**src/rtl/lockout_timer.sv**
```systemverilog
// Lockout responder: on a sleep rising edge, counts down min(SLEEP_SECONDS<<strikes, MAX_SECONDS) s, then pulses end_sleep.
// Latency: end_sleep in cycle D*CLK_HZ+1 after the start edge; no backpressure, a new lockout needs a fresh sleep edge.
module lockout_timer #(
  parameter int CLK_HZ        = 50000000,
  parameter int SLEEP_SECONDS = 5,
  parameter int MAX_SECONDS   = 60
) (
  input  logic       clk,
  input  logic       system_reset,
  input  logic       sleep,
  input  logic       clear_strikes,
  output logic       end_sleep,
  output logic       sleeping,
  output logic [7:0] seconds_left,
  output logic [1:0] strikes,
  output logic [7:0] hex_seg
);

  localparam int PW = $clog2(CLK_HZ);
  localparam logic [PW-1:0] PS_LAST = PW'(CLK_HZ - 1);

  typedef enum logic [1:0] {
    IDLE  = 2'd0,
    COUNT = 2'd1,
    DONE  = 2'd2,
    HOLD  = 2'd3
  } state_t;

  state_t          r_state;
  state_t          w_state_nxt;
  logic            r_sleep_d;
  logic [PW-1:0]   r_presc;
  logic [PW-1:0]   w_presc_nxt;
  logic [7:0]      r_secs;
  logic [7:0]      w_secs_nxt;
  logic [1:0]      r_strikes;
  logic [1:0]      w_strikes_nxt;
  logic            w_start;
  logic            w_tick;
  logic [11:0]     w_scaled;
  logic [7:0]      w_dur;
  logic [3:0]      w_ones;

  assign w_start  = sleep & ~r_sleep_d;
  assign w_tick   = (r_presc == PS_LAST);

  // Shift at 12 bits so 255<<3 cannot wrap before the cap is applied.
  assign w_scaled = 12'(SLEEP_SECONDS) << r_strikes;
  assign w_dur    = (w_scaled > 12'(MAX_SECONDS)) ? 8'(MAX_SECONDS) : w_scaled[7:0];

  always_ff @(posedge clk) begin
    if (system_reset) begin
      r_state <= IDLE;
    end else begin
      r_state <= w_state_nxt;
    end
  end

  always_comb begin
    w_state_nxt   = r_state;
    w_presc_nxt   = r_presc;
    w_secs_nxt    = r_secs;
    w_strikes_nxt = r_strikes;
    sleeping      = 1'b0;
    end_sleep     = 1'b0;
    case (r_state)
      IDLE: begin
        if (w_start) begin
          w_state_nxt = COUNT;
          w_secs_nxt  = w_dur;
          w_presc_nxt = '0;
        end
      end
      COUNT: begin
        sleeping = 1'b1;
        // Abort outranks the final tick.
        if (!sleep) begin
          w_state_nxt = IDLE;
          w_secs_nxt  = 8'd0;
          w_presc_nxt = '0;
        end else if (w_tick) begin
          w_presc_nxt = '0;
          w_secs_nxt  = r_secs - 8'd1;
          if (r_secs == 8'd1) begin
            w_state_nxt = DONE;
          end
        end else begin
          w_presc_nxt = r_presc + 1'b1;
        end
      end
      DONE: begin
        end_sleep = 1'b1;
        if (r_strikes != 2'd3) begin
          w_strikes_nxt = r_strikes + 2'd1;
        end
        w_state_nxt = sleep ? HOLD : IDLE;
      end
      HOLD: begin
        if (!sleep) begin
          w_state_nxt = IDLE;
        end
      end
      default: w_state_nxt = IDLE;
    endcase
    if (clear_strikes) begin
      w_strikes_nxt = 2'd0;
    end
  end

  always_ff @(posedge clk) begin
    if (system_reset) begin
      r_sleep_d <= 1'b0;
      r_presc   <= '0;
      r_secs    <= 8'd0;
      r_strikes <= 2'd0;
    end else begin
      r_sleep_d <= sleep;
      r_presc   <= w_presc_nxt;
      r_secs    <= w_secs_nxt;
      r_strikes <= w_strikes_nxt;
    end
  end

  assign w_ones = 4'(r_secs % 8'd10);

  always_comb begin
    hex_seg = 8'hFF;
    if (sleeping) begin
      case (w_ones)
        4'd0:    hex_seg = 8'hC0;
        4'd1:    hex_seg = 8'hF9;
        4'd2:    hex_seg = 8'hA4;
        4'd3:    hex_seg = 8'hB0;
        4'd4:    hex_seg = 8'h99;
        4'd5:    hex_seg = 8'h92;
        4'd6:    hex_seg = 8'h82;
        4'd7:    hex_seg = 8'hF8;
        4'd8:    hex_seg = 8'h80;
        4'd9:    hex_seg = 8'h90;
        default: hex_seg = 8'hFF;
      endcase
    end
  end

  assign seconds_left = r_secs;
  assign strikes      = r_strikes;

endmodule

```
**config.mk**
```make
export PLATFORM = sky130hd
export DESIGN_NAME = lockout_timer
export DESIGN_NICKNAME = d
export VERILOG_FILES = /design/src/rtl/lockout_timer.sv
export SDC_FILE = /design/constraint.sdc
export NUM_CORES = 1
export LEC_CHECK = 0
export CAP_MARGIN = 25
export CORE_MARGIN = 4
export CORE_UTILIZATION = 57
export CTS_CLUSTER_SIZE = 16
export DETAILED_ROUTE_END_ITERATION = 10
export DONT_BUFFER_PORTS = 1
export PLACE_DENSITY = 0.75
export SETUP_SLACK_MARGIN = 0.2
export SYNTH_ARGS = -nofsm -noshare
export SYNTH_HDL_FRONTEND = slang
export SYNTH_SLANG_ARGS = --single-unit
```
**constraint.sdc**
```tcl
create_clock -name clk -period 2.5 [get_ports clk]
set_clock_uncertainty 0.15 [all_clocks]
set_input_delay 0.25 -clock clk [delete_from_list [all_inputs] [get_ports clk]]
set_output_delay 0.25 -clock clk [all_outputs]
set_load 0.01 [all_outputs]
```
# Word level (Yosys, flattened, before mapping)
# Memories as Yosys holds them, arrays and structs flattened.
# Index checks and enable logic that the tools add are counted.
[op_classes]
addsub = 3
div = 1
n_lt_le_gt_ge = 1
n_eq_ne = 10
n_shift = 1
muxes = 19
bitwise_logic = 2
reduce_logical = 7
[ops]
columns = ["op", "n"]
rows = [
  ["26-bit 2-to-1 mux", 3],
  ["26-bit case mux with 2 select lines", 1],
  ["8-bit 2-to-1 mux", 5],
  ["26-bit by 1-bit adder with 26-bit output (second input constant)", 1],
  ["26-bit equality test (second input constant)", 1],
  ["8-bit case mux with 2 select lines", 1],
  ["12-bit by 6-bit greater-than comparator with 1-bit output (second input constant)", 1],
  ["2-bit 2-to-1 mux", 6],
  ["3-bit by 2-bit left shift with 12-bit output (first input constant)", 1],
  ["8-bit by 1-bit equality test with 1-bit output (second input constant)", 1],
  ["8-bit by 4-bit modulo with 8-bit output (second input constant)", 1],
  ["2-bit case mux with 4 select lines", 1],
  ["8-bit by 1-bit subtractor with 8-bit output (second input constant)", 1],
  ["2-bit != test (second input constant)", 3],
  ["3-bit != test (second input constant)", 2],
  ["2-bit equality test (second input constant)", 2],
  ["2-bit AND reduction", 2],
  ["4-bit AND reduction", 1],
  ["3-bit AND reduction", 1],
  ["2-bit by 1-bit adder with 2-bit output (second input constant)", 1],
  ["2-bit by 1-bit equality test with 1-bit output (second input constant)", 1],
  ["2-bit logical NOT", 1],
  ["1-bit 2-to-1 mux", 2],
  ["2-bit nonzero test", 1],
  ["3 further kinds", 3],
]
[word_totals]
reg_bits = 39
romBits = 112
inputBits = 4
out_inout_bits = 20
elab_cells = 50
memories = 1
[memory_table]
columns = ["name", "depth", "width", "read_ports", "rd_ports_with_merged_regs", "wr", "line", "text"]
rows = [
  ["(no name shown)", 16, 7, 1, 0, 0, "129", "case (w_ones)"],
]

# Longest topological paths before layout
# Gate-level depths: netlist of the first run.
[depth]
ltp_word = 5
mapped_depth = 12
ltp_nobuf = 11

# Worst setup path after synthesis of the first run
# Ideal clock, no wire load.
[synth_path]
kind = "flip-flop to output port"
startpoint = "register r_secs[5] (netlist: seconds_left[5])"
endpoint = "output hex_seg[6]"
arrival_ns = 2.374
required_ns = 2.100
path_slack_ns = -0.274
path_stages_with_launch = 11
path_buffers = 1
cell_sequence = "dfxtp_1 > buf_4 > or3b_1 > o22ai_1 > o31ai_2 > a21oi_1 > a311oi_1 > o21ai_0 > ha_1 > a211oi_1 > o21ai_0"
[synth_via]
elab_chain_len = 3
[synth_lines]
columns = ["element", "line", "text"]
rows = [
  ["start, declared", "34", "logic [7:0] r_secs;"],
  ["start signal, assigned", "119", "r_secs <= w_secs_nxt;"],
  ["8-bit by 4-bit modulo with 8-bit output", "124", "assign w_ones = 4'(r_secs % 8'd10);"],
  ["memory 16 x 7 bit", "--", ""],
  ["8-bit 2-to-1 mux", "128", "if (sleeping) begin"],
  ["end, declared", "16", "output logic [7:0] hex_seg"],
]
# Every way passes these cells.

# Final worst setup path of the first run
[layout_path]
startpoint = "register r_secs[7] (netlist: seconds_left[7])"
endpoint = "output hex_seg[0]"
# The elaborated chain is that of the path after synthesis.

==> results of run 1 <==
sequential cells by signal, indices dropped and copies added, names as in the netlist:
register      cells
r_presc          26
r_sleep_d         1
r_state           2
seconds_left      8
strikes           2
per-stage QoR:
| stage | cells | worst slack [ns] | utilization (%) |
|---|---|---|---|
| finish | 423 | -0.416 | 79.0 |
| global route | 423 | -0.514 | 79.0 |
| CTS | 419 | -0.362 | 74.8 |
| detailed placement | 402 | -0.178 | 67.3 |
| global placement | 402 | -0.104 | 67.3 |
| floorplan | 318 | -0.0807 | - |
layer usage:
metal  up-vias  GRT usage, %  routed length [um]
met3        20          3.74                 191
met4         0          7.51                 223
met2        58          41.5                3470
met1      1218          31.0                3070
met5         -             0                   0
li1       1225             -                   -
synth_stat cells, drive strengths merged, types with 3 or more instances:
| library cell | n |
|---|---|
| and2 | 3 |
| nand3 | 16 |
| nor3b | 5 |
| o21ai | 18 |
| a211oi | 5 |
| nor2 | 38 |
| o21bai | 3 |
| nor2b | 6 |
| inv | 12 |
| o31ai | 4 |
| xor2 | 16 |
| a21o | 3 |
| nand2b | 6 |
| or3 | 5 |
| buf | 9 |
| ha | 11 |
| dfxtp | 39 |
| nand4 | 6 |
| and3 | 5 |
| clkbuf | 3 |
| a21boi | 3 |
| nor4 | 6 |
| a21oi | 20 |
| nand2 | 30 |
| nand4b | 3 |
| nor3 | 8 |
| xnor2 | 13 |
worst paths after layout:
path / slack [ns] / cells past startpoint / end
worst max-delay path: -0.42 / 11 / hex_seg[0]
worst min-delay path: 0.04 / 2 / seconds_left[6]
worst max register to register: 0.24 / 8 / seconds_left[6]
worst min register to register: 0.33 / 2 / r_presc[16]
cells in the final DEF (no fill, tap or decap), types with 3 or more instances in the layout:
cell type and count:
buf_6 3, dfxtp_4 7, nor3_1 4, nand3_1 14
nand2_4 3, inv_1 12, nand4_1 6, a21oi_2 3
o21ai_1 4, a21oi_1 15, nor2b_1 5, nor3_2 3
dfxtp_1 26, buf_4 51, xnor2_1 11, o21ai_2 5
nand2_1 26, ha_1 9, clkbuf_8 5, nor2_1 35
nor3b_1 3, xor2_1 16, nor4_1 4, a21boi_2 3
or3_1 3, a21o_1 3, and3_1 4, nand2b_1 6
dlygate4sd3_1 3, o21ai_0 8, dfxtp_2 6, nand4b_1 3
kinds of logic after synthesis:
| logic type | Yosys count | share of synthesized area [%] |
|---|---|---|
| XOR/XNOR | 29 | 10.2 |
| flip-flops | 39 | 30.5 |
| adder cells (fa/ha/maj) | 11 | 5.37 |
| buffers and inverters | 24 | 4.34 |
| AO/OA/AOI/OAI | 68 | 17.9 |
| multiplexers | 1 | 0.390 |
| AND/OR/NAND/NOR | 145 | 31.2 |
| other | 1 | 0.146 |
cell type report:
cell class                      count  area (um2)  area share (%)
Multi-Input combinational cell    255        1990            57.8
Clock buffer                        7        76.3            2.22
Timing Repair Buffer               57         447            13.0
Inverter                           12        45.0            1.31
Clock inverter                      1        5.00           0.145
Sequential cell                    39         815            23.7
Tap cell                           52        65.1            1.89
where the power goes:
group | total [W] | internal, W | leakage, nW | switching, W
Clock | 0.000401 | 0.000196 | 0.0422 | 0.000206
Sequential | 0.000649 | 0.000632 | 0.324 | 0.0000175
Combinational | 0.000622 | 0.000283 | 0.946 | 0.000340
what timing repair did:
action,in CTS,in global routing
endpoints found under the setup margin,26,37
pin swaps,14,21
endpoints found under the hold margin,10,0
setup buffers,6,4
resized for setup,40,39
hold buffers,3,0
==> reports/summary.log, run 1 <==
[yosys] number of unique standard cell types used by synthesis 60
[detailed_routing] detailed-route wire length per cell 16.5 um
[critical_path] number of buffer and inverter instances along the worst setup path 5
[power_and_ir_drop] pwr/cell area 486 nW/um2
[sta] highest attainable clock frequency 343 MHz
[critical_path] critical path launch point seconds_left[7]
[global_routing] number of antenna violations at the first check in global routing 0
[clock_network] clock tree sinks 39
[critical_path] maximum fanout count along the critical path 7
[yosys] Cell Area, Synth 2560 um2
[detailed_routing] post-route DRC violation count 0
[layout] number of inserted filler cells in the final layout 256
[critical_path] CP Data Arrival Time 2.52 ns
[clock_network] total number of H-tree levels 2
[power_and_ir_drop] P_leak 1.31 nW
[floorplan] Initial Util 58.9%
[detailed_routing] length of the first detailed-routing pass in iterations 4
[yosys] number of synthesized register bits 39
[critical_path] kind of critical path register to primary output
[yosys] most frequently used flop master after synthesis dfxtp_1
[yosys] Syn Inst Count 318
[run_status] violated checks negative setup slack
[clock_network] number of clock buffers inserted by TritonCTS 5
[layout] antenna cells 0
[critical_path] largest stage delay on the critical path 0.37 ns
[clock_network] buffer cell driving the clock tree root clkbuf_8
[floorplan] die width 75.1 um
[global_routing] Total GRT Usage 24.2%
[critical_path] cell breakdown of the critical path and2b_2, buf_6, buf_4, a211oi_4, nor3_4, a311oi_2, o21ai_2, buf_4, buf_4, buf_4, o21bai_4
[clock_network] clock latency on the worst-skew pair 0.29 ns
[min_path] min-delay src system_reset
[layout] Nets 385
[global_routing] via count of the first global-routing pass 2,355
[clock_network] clock tree from TritonCTS done
[yosys] Mapped Avg Cell Area 8.06 um2
[sta] count of endpoints failing setup in the final report 7
[sta] share of the clock period used by the worst path 117%
[yosys] cell taking the most area after synthesis dfxtp_1
[yosys] number of synthesis warnings 0
[detailed_routing] DRT iter0 DRCs 88
[critical_path] type of origin of the critical path register
[detailed_routing] count of vias placed by the detailed router 2,521
[global_routing] pin count of the biggest net entering global routing 16
[floorplan] die outline height 75.1 um
[yosys] top cells by area, synth dfxtp_1 (30%), nor2_1 (5.6%), xor2_1 (5.5%)
[critical_path] kind of end point of the critical path primary output
[power_and_ir_drop] post-layout total power 0.00167 W
[placement] global placer's final weighted congestion 0.933
[sta] RSZ-0062 raised after global routing yes
[layout] post-route design area 3440 um2
[clock_network] clock-pin slew on the worst setup and hold paths 0.07 ns
[critical_path] Critical Path Slowest Stage Cell dfxtp_4
[floorplan] total number of placement rows 24
[detailed_routing] Avg Vias per Cell 5.96
[global_routing] wire length of the first global-routing pass 10,700 um
[placement] count of input and output buffers 0
[run_status] run status finished with violations
[yosys] async set-or-reset flop fraction in the synthesized netlist 0%
[critical_path] Most Frequent Cell on Critical Path buf_4
[yosys] Seq/Total Area, Yosys 30.5%
[detailed_routing] wire length after detailed routing 6960 um
[critical_path] beginning of the worst register-to-register path r_presc[17]
[yosys] number of synthesized flops with an enable pin 0
[yosys] synthesized netlist net count 333
[detailed_routing] antenna-violating nets left 0
[global_routing] total overflow reported by the global router 0
[sta] min Tclk post-route 2.92 ns
[sta] slew of the pin with the lowest slew margin 0.499 ns
[critical_path] required time reported for the critical path endpoint 2.10 ns
[sta] WHS 0.0432 ns
[critical_path] family of cells with the greatest summed delay on the critical path compound AO/OA/AOI/OAI gates
[yosys] portion of synthesized cell area occupied by the leading cell type 30.5%
[placement] post-placement cell area 2930 um2
[placement] Detail Placement HPWL 4380 um
[floorplan] area enclosed by the die boundary 5630 um2
[sta] count of final max-slew check failures 0
[min_path] path type of the worst min-delay path input pin to register
[sta] final worst-path setup slack -0.416 ns
[floorplan] total I/O pin count 24
[sta] tightest slew margin relative to the limit 66.4%
[floorplan] Floorplan Core Area 4350 um2
[layout] layout-stage area growth over the synthesis result 34.2%
[layout] share of post-route cells with drive strength above 1 35.8%
[power_and_ir_drop] largest voltage drop on the vdd net 0.000569 V
[sta] Hold Violations, Final 0
[clock_network] Bufs on Longest Clock Path 2
[run] number of maximum-capacitance constraint violations 0
[sta] final sum of negative setup slack -2.74 ns
Note: power is estimated with default switching activity, not from simulation.
==> inputs of run 2 (changes only) <==
--- a/config.mk
+++ b/config.mk
@@ -5,13 +5,14 @@
 export SDC_FILE = /design/constraint.sdc
 export NUM_CORES = 1
 export LEC_CHECK = 0
+export ABC_AREA = 1
 export CAP_MARGIN = 25
 export CORE_MARGIN = 4
-export CORE_UTILIZATION = 57
+export CORE_UTILIZATION = 58
 export CTS_CLUSTER_SIZE = 16
 export DETAILED_ROUTE_END_ITERATION = 10
 export DONT_BUFFER_PORTS = 1
-export PLACE_DENSITY = 0.75
+export PLACE_DENSITY = 0.76
 export SETUP_SLACK_MARGIN = 0.2
 export SYNTH_ARGS = -nofsm -noshare
 export SYNTH_HDL_FRONTEND = slang
==> reports/summary.log, run 2 <==
[layout] top library cells by usage in the layout, fill and taps aside nand2_1 (66), inv_1 (47), buf_4 (42)
[yosys] async set-or-reset flop fraction in the synthesized netlist 0%
[yosys] number of synthesis warnings 0
[sta] final sum of negative setup slack -4.73 ns
[sta] count of endpoints failing setup in the final report 7
[yosys] Syn Inst Count 402
[layout] Nets 467
[clock_network] total number of H-tree levels 2
[global_routing] total overflow reported by the global router 0
[global_routing] via count of the first global-routing pass 2,609
[critical_path] kind of critical path register to primary output
[detailed_routing] met2 routed WL 3620 um
[yosys] top cells by area, synth dfxtp_1 (29%), nand2_1 (11%), inv_1 (6.9%)
[yosys] Cell Area, Synth 2710 um2
[layout] largest register by flop count r_presc
[detailed_routing] highest metal layer with signal wires met4
[critical_path] reg2reg setup slack 0.38 ns
[yosys] number of synthesized register bits 39
[floorplan] die width 76.4 um
[layout] post-route design area 3560 um2
[global_routing] Total GRT Usage 23.2%
[min_path] path type of the worst min-delay path input pin to register
[detailed_routing] detailed-route wire length per cell 13.6 um
[power_and_ir_drop] internal power 0.00238 W
[critical_path] maximum fanout count along the critical path 8
[critical_path] required time reported for the critical path endpoint 2.10 ns
[power_and_ir_drop] P_sw 0.00243 W
[power_and_ir_drop] pwr/cell area 1350 nW/um2
[yosys] Mapped Avg Cell Area 6.75 um2
[sta] Hold Violations, Final 0
[clock_network] number of clock buffers inserted by TritonCTS 5
[floorplan] total I/O pin count 24
[yosys] portion of synthesized cell area occupied by the leading cell type 28.8%
[detailed_routing] detailed-routed wire length on met3 277 um
[critical_path] kind of end point of the critical path primary output
[sta] RSZ-0062 raised after global routing yes
[power_and_ir_drop] P_leak 1.52 nW
[power_and_ir_drop] Sequential Power Share 16.5%
[critical_path] CP Data Arrival Time 2.83 ns
[sta] final worst-path setup slack -0.728 ns
[detailed_routing] DRT iter0 DRCs 129
[floorplan] die outline height 76.4 um
[min_path] min-delay src system_reset
[critical_path] critical path launch point seconds_left[5]
[clock_network] clock-pin slew on the worst setup and hold paths 0.08 ns
[floorplan] Initial Util 61.1%
[placement] count of input and output buffers 0
[yosys] synthesized netlist net count 417
[layout] flip-flop count of the largest register, all copies and words added 26
[placement] post-placement cell area 3110 um2
[layout] number of standard cells in the layout, taps in and fillers out 505
[critical_path] type of origin of the critical path register
[detailed_routing] length of the first detailed-routing pass in iterations 4
[floorplan] Floorplan Core Area 4440 um2
[yosys] cell taking the most area after synthesis dfxtp_1
[clock_network] buffer cell driving the clock tree root clkbuf_8
[detailed_routing] Avg Vias per Cell 5.50
[clock_network] clock latency on the worst-skew pair 0.29 ns
[clock_network] clock tree from TritonCTS done
[floorplan] area enclosed by the die boundary 5840 um2
[run_status] violated checks negative setup slack
[power_and_ir_drop] largest voltage drop on the vdd net 0.000841 V
[run_status] run status finished with violations
[layout] antenna cells 0
[global_routing] wire length of the first global-routing pass 11,400 um
[layout] layout-stage area growth over the synthesis result 31.3%
[clock_network] clock tree sinks 39
[global_routing] pin count of the biggest net entering global routing 22
[sta] share of the clock period used by the worst path 129%
[yosys] most frequently used flop master after synthesis dfxtp_1
[floorplan] total number of placement rows 24
[layout] share of post-route cells with drive strength above 1 32.0%
[sta] min Tclk post-route 3.23 ns
[placement] Detail Placement HPWL 4820 um
[placement] global placer's final weighted congestion 0.871
[yosys] cell with the most instances after synthesis nand2_1
[detailed_routing] antenna-violating nets left 0
[detailed_routing] wire length after detailed routing 6860 um
[power_and_ir_drop] share of power burned in combinational logic 75.0%
[layout] most common cell after layout, fill and taps aside nand2_1
[sta] highest attainable clock frequency 310 MHz
[power_and_ir_drop] Sw Share 50.6%
[power_and_ir_drop] post-layout total power 0.00482 W
[run] number of maximum-capacitance constraint violations 0
[layout] Post-Route Utilization 80.2%
[placement] instance count after placement with tap cells included 482
[power_and_ir_drop] clock power share 8.6%
[clock_network] Bufs on Longest Clock Path 2
[detailed_routing] wl on met1 2860 um
[yosys] number of unique standard cell types used by synthesis 46
[sta] count of final max-slew check failures 0
[critical_path] beginning of the worst register-to-register path r_state[1]
[yosys] number of synthesized flops with an enable pin 0
[detailed_routing] post-route DRC violation count 0
[detailed_routing] count of vias placed by the detailed router 2,780
[global_routing] number of antenna violations at the first check in global routing 0
[yosys] Seq/Total Area, Yosys 28.8%
[yosys] cell types with the highest counts after synthesis nand2_1 (81), inv_1 (50), nor2_1 (45)
run 2: cell types whose count changed after synthesis, moves of 5 or more:
cell / change
nor3_1: +10
nand3_1: +8
nand2b_1: -6
inv_2: +9
xor2_1: -6
inv_1: +38
nor2_1: +7
nand2_2: +11
nand2_1: +53
nor2b_1: -5
xnor2_1: -11
run 2: critical path: stages, from the launching register on:
cell,delay [ns]
dfxtp_4,0.42
inv_2,0.06
a21oi_2,0.15
a211o_1,0.26
nand3_4,0.12
nand2_4,0.09
nand2_4,0.07
nand2_4,0.08
nand3_4,0.08
nand2_4,0.11
nand2_4,0.06
nand2_4,0.08
nand3_2,0.07
nand2_2,0.10
inv_4,0.06
nand2_4,0.07
nand2_4,0.07
nand2_4,0.09
ha_4,0.19
or2_1,0.22
nand2_2,0.10
run 2: repair_timing:
item,in CTS,in global routing
hold endpoints to repair,7,3
pin swaps,2,13
setup endpoints to repair,24,41
resized for setup,11,49
hold buffers,4,1
buffers inserted,2,8
run 2: stage by stage:
stage                     setup slack (ns)  hold slack (ns)
after detailed placement            -0.393            0.176
after global routing                -0.927           0.0821
final                               -0.728           0.0718
after global placement              -0.315            0.175
after CTS                           -0.659           0.0157
after floorplan                     -0.308            0.190
run 2: cell type report:
class,count,area (um2)
Clock buffer,6,72.6
Clock inverter,2,12.5
Fill cell,330,882
Inverter,60,228
Multi-Input combinational cell,296,1980
Sequential cell,39,793
Tap cell,52,65.1
Timing Repair Buffer,50,408
run 2: cell families after synthesis:
| kind of cell | count (synthesis) | synth area share (%) |
|---|---|---|
| AO/OA/AOI/OAI | 59 | 14.4 |
| XOR/XNOR | 11 | 3.55 |
| adder cells (fa/ha/maj) | 11 | 5.07 |
| buffers and inverters | 67 | 9.50 |
| flip-flops | 39 | 28.8 |
| other | 1 | 0.138 |
| AND/OR/NAND/NOR | 214 | 38.5 |
run 2: path summary, 6_finish.rpt:
path	to	cells past startpoint
worst max-delay path	hex_seg[1]	20
worst max register to register	r_presc[4]	10
worst min register to register	r_presc[25]	2
worst min-delay path	r_state[0]	3
run 2: metal layers:
layer | track usage, % | vias up
li1 | - | 1431
met1 | 27.1 | 1294
met2 | 41.7 | 46
met3 | 5.44 | 9
met4 | 7.07 | 0
met5 | 0 | -
run 2: power by group through the flow:
stage	clock network [W]	registers (W)	logic, W
finish	0.000412	0.000793	0.00361
global route	0.000459	0.000807	0.00401
CTS	0.000426	0.000786	0.00316
detailed placement	0	0.000796	0.00306
global placement	0	0.000792	0.00299
floorplan	0	0.000821	0.00223
==> inputs of run 3 (changes only) <==
--- a/config.mk
+++ b/config.mk
@@ -12,6 +12,7 @@
 export CTS_CLUSTER_SIZE = 16
 export DETAILED_ROUTE_END_ITERATION = 10
 export DONT_BUFFER_PORTS = 1
+export GPL_TIMING_DRIVEN = 0
 export PLACE_DENSITY = 0.76
 export SETUP_SLACK_MARGIN = 0.2
 export SYNTH_ARGS = -nofsm -noshare
==> reports/summary.log, run 3 (synthesized netlist as in run 2, its figures left out) <==
[run_status] run status finished with violations
[run_status] violated checks negative setup slack
[floorplan] die outline height 76.4 um
[placement] count of input and output buffers 0
[critical_path] kind of critical path register to primary output
[detailed_routing] antenna-violating nets left 0
[sta] RSZ-0062 raised after global routing yes
[clock_network] clock latency on the worst-skew pair 0.29 ns
[floorplan] total I/O pin count 24
[detailed_routing] wire length after detailed routing 6670 um
[detailed_routing] post-route DRC violation count 0
[layout] Nets 442
[detailed_routing] count of vias placed by the detailed router 2,704
[clock_network] Bufs on Longest Clock Path 2
[layout] share of post-route cells with drive strength above 1 28.3%
[global_routing] Total GRT Usage 21.5%
[sta] share of the clock period used by the worst path 132%
[sta] highest attainable clock frequency 303 MHz
[clock_network] clock tree from TritonCTS done
[layout] antenna cells 0
[critical_path] reg2reg setup slack 0.19 ns
[floorplan] Floorplan Core Area 4440 um2
[min_path] path type of the worst min-delay path input pin to register
[detailed_routing] Avg Vias per Cell 5.63
[power_and_ir_drop] largest voltage drop on the vdd net 0.000763 V
[floorplan] Initial Util 61.1%
[sta] final worst-path setup slack -0.803 ns
[floorplan] area enclosed by the die boundary 5840 um2
[critical_path] CP Data Arrival Time 2.90 ns
[layout] post-route design area 3350 um2
[run] number of maximum-capacitance constraint violations 0
[clock_network] number of clock buffers inserted by TritonCTS 5
[layout] Post-Route Utilization 75.5%
[global_routing] total overflow reported by the global router 0
[placement] post-placement cell area 2880 um2
[detailed_routing] detailed-route wire length per cell 13.9 um
[detailed_routing] length of the first detailed-routing pass in iterations 6
[floorplan] total number of placement rows 24
[detailed_routing] DRT iter0 DRCs 174
[global_routing] pin count of the biggest net entering global routing 12
[layout] top library cells by usage in the layout, fill and taps aside nand2_1 (71), inv_1 (46), nor2_1 (39)
[sta] count of final max-slew check failures 0
[sta] min Tclk post-route 3.30 ns
[clock_network] buffer cell driving the clock tree root clkbuf_8
[power_and_ir_drop] P_leak 1.39 nW
[floorplan] die width 76.4 um
[critical_path] type of origin of the critical path register
[sta] count of endpoints failing setup in the final report 7
[clock_network] clock tree sinks 39
[critical_path] kind of end point of the critical path primary output
[placement] global placer's final weighted congestion 0.836
[clock_network] clock-pin slew on the worst setup and hold paths 0.08 ns
[global_routing] number of antenna violations at the first check in global routing 0
[critical_path] maximum fanout count along the critical path 7
[sta] Hold Violations, Final 0
[layout] most common cell after layout, fill and taps aside nand2_1
[global_routing] wire length of the first global-routing pass 10,600 um
[clock_network] total number of H-tree levels 2
[placement] Detail Placement HPWL 4590 um
[critical_path] required time reported for the critical path endpoint 2.10 ns
[layout] largest register by flop count r_presc
[global_routing] via count of the first global-routing pass 2,362
[layout] flip-flop count of the largest register, all copies and words added 26
[layout] layout-stage area growth over the synthesis result 23.6%
[power_and_ir_drop] pwr/cell area 1290 nW/um2
[sta] WHS 0.0307 ns
==> run 3: cell type report <==
class | count | area, um2
buffer | 7 | 63.8
clock buffer | 7 | 76.3
clock inverter | 1 | 5.00
fill | 355 | 1090
inverter | 60 | 230
multi-input combinational | 296 | 1980
sequential | 39 | 795
tap | 52 | 65.1
timing repair buffer | 18 | 140
==> run 3: worst paths after layout <==
kind	start	endpoint	cells past startpoint
worst max register to register	r_presc[6]	seconds_left[0]	11
worst min register to register	r_presc[0]	r_presc[0]	2
worst max-delay path	seconds_left[7]	hex_seg[1]	24
worst min-delay path	sleep	r_sleep_d	2
==> run 3: routing by layer <==
metal  vias up  global-route usage [%]  share of wire [%]
met5         -                       0                  0
met4         0                    4.89                1.3
met3        18                    4.61                5.5
met2        77                    40.2                 52
met1      1230                    24.9                 41
li1       1379                       -                  -
==> run 3: repair_timing <==
item	4_1_cts	5_1_grt
buffers inserted	11	5
endpoints found under the hold margin	3	0
hold buffers	2	0
setup endpoints to repair	38	42
pin swaps	16	15
gates resized for setup	27	43
==> run 3: critical path, cell delays in order, from the launching register on <==
cell and delay [ns]:
dfxtp_4 0.36, buf_8 0.13, a21o_1 0.16, nand2_2 0.10
inv_2 0.04, nand2_1 0.05, nand2_1 0.06, a21oi_2 0.18
nand2_4 0.08, nand2_4 0.09, nand2_4 0.06, nand2_1 0.10
inv_2 0.05, nand2_1 0.06, nand2_1 0.06, nand2_1 0.06
nand2_1 0.06, inv_2 0.08, nand2_4 0.08, nand2_4 0.09
nand2_4 0.06, nand2_4 0.08, ha_4 0.20, or2_0 0.21
nand2_2 0.10
==> run 3: report_power, final <==
group / leakage [nW] / switching [W] / internal, W
Clock: 0.0422 / 0.000210 / 0.000196
Sequential: 0.320 / 0.000145 / 0.000704
Combinational: 1.03 / 0.00190 / 0.00117
==> run 3: stage by stage <==
step                total power, W  setup slack (ns)  instances  TNS (ns)
floorplan                  0.00305            -0.308        402     -1.58
global placement           0.00339            -0.470        454    -10.90
detailed placement         0.00345            -0.505        454    -12.20
CTS                        0.00408            -0.759        475     -4.97
global route               0.00472             -1.00        480     -6.88
finish                     0.00432            -0.803        480     -5.40
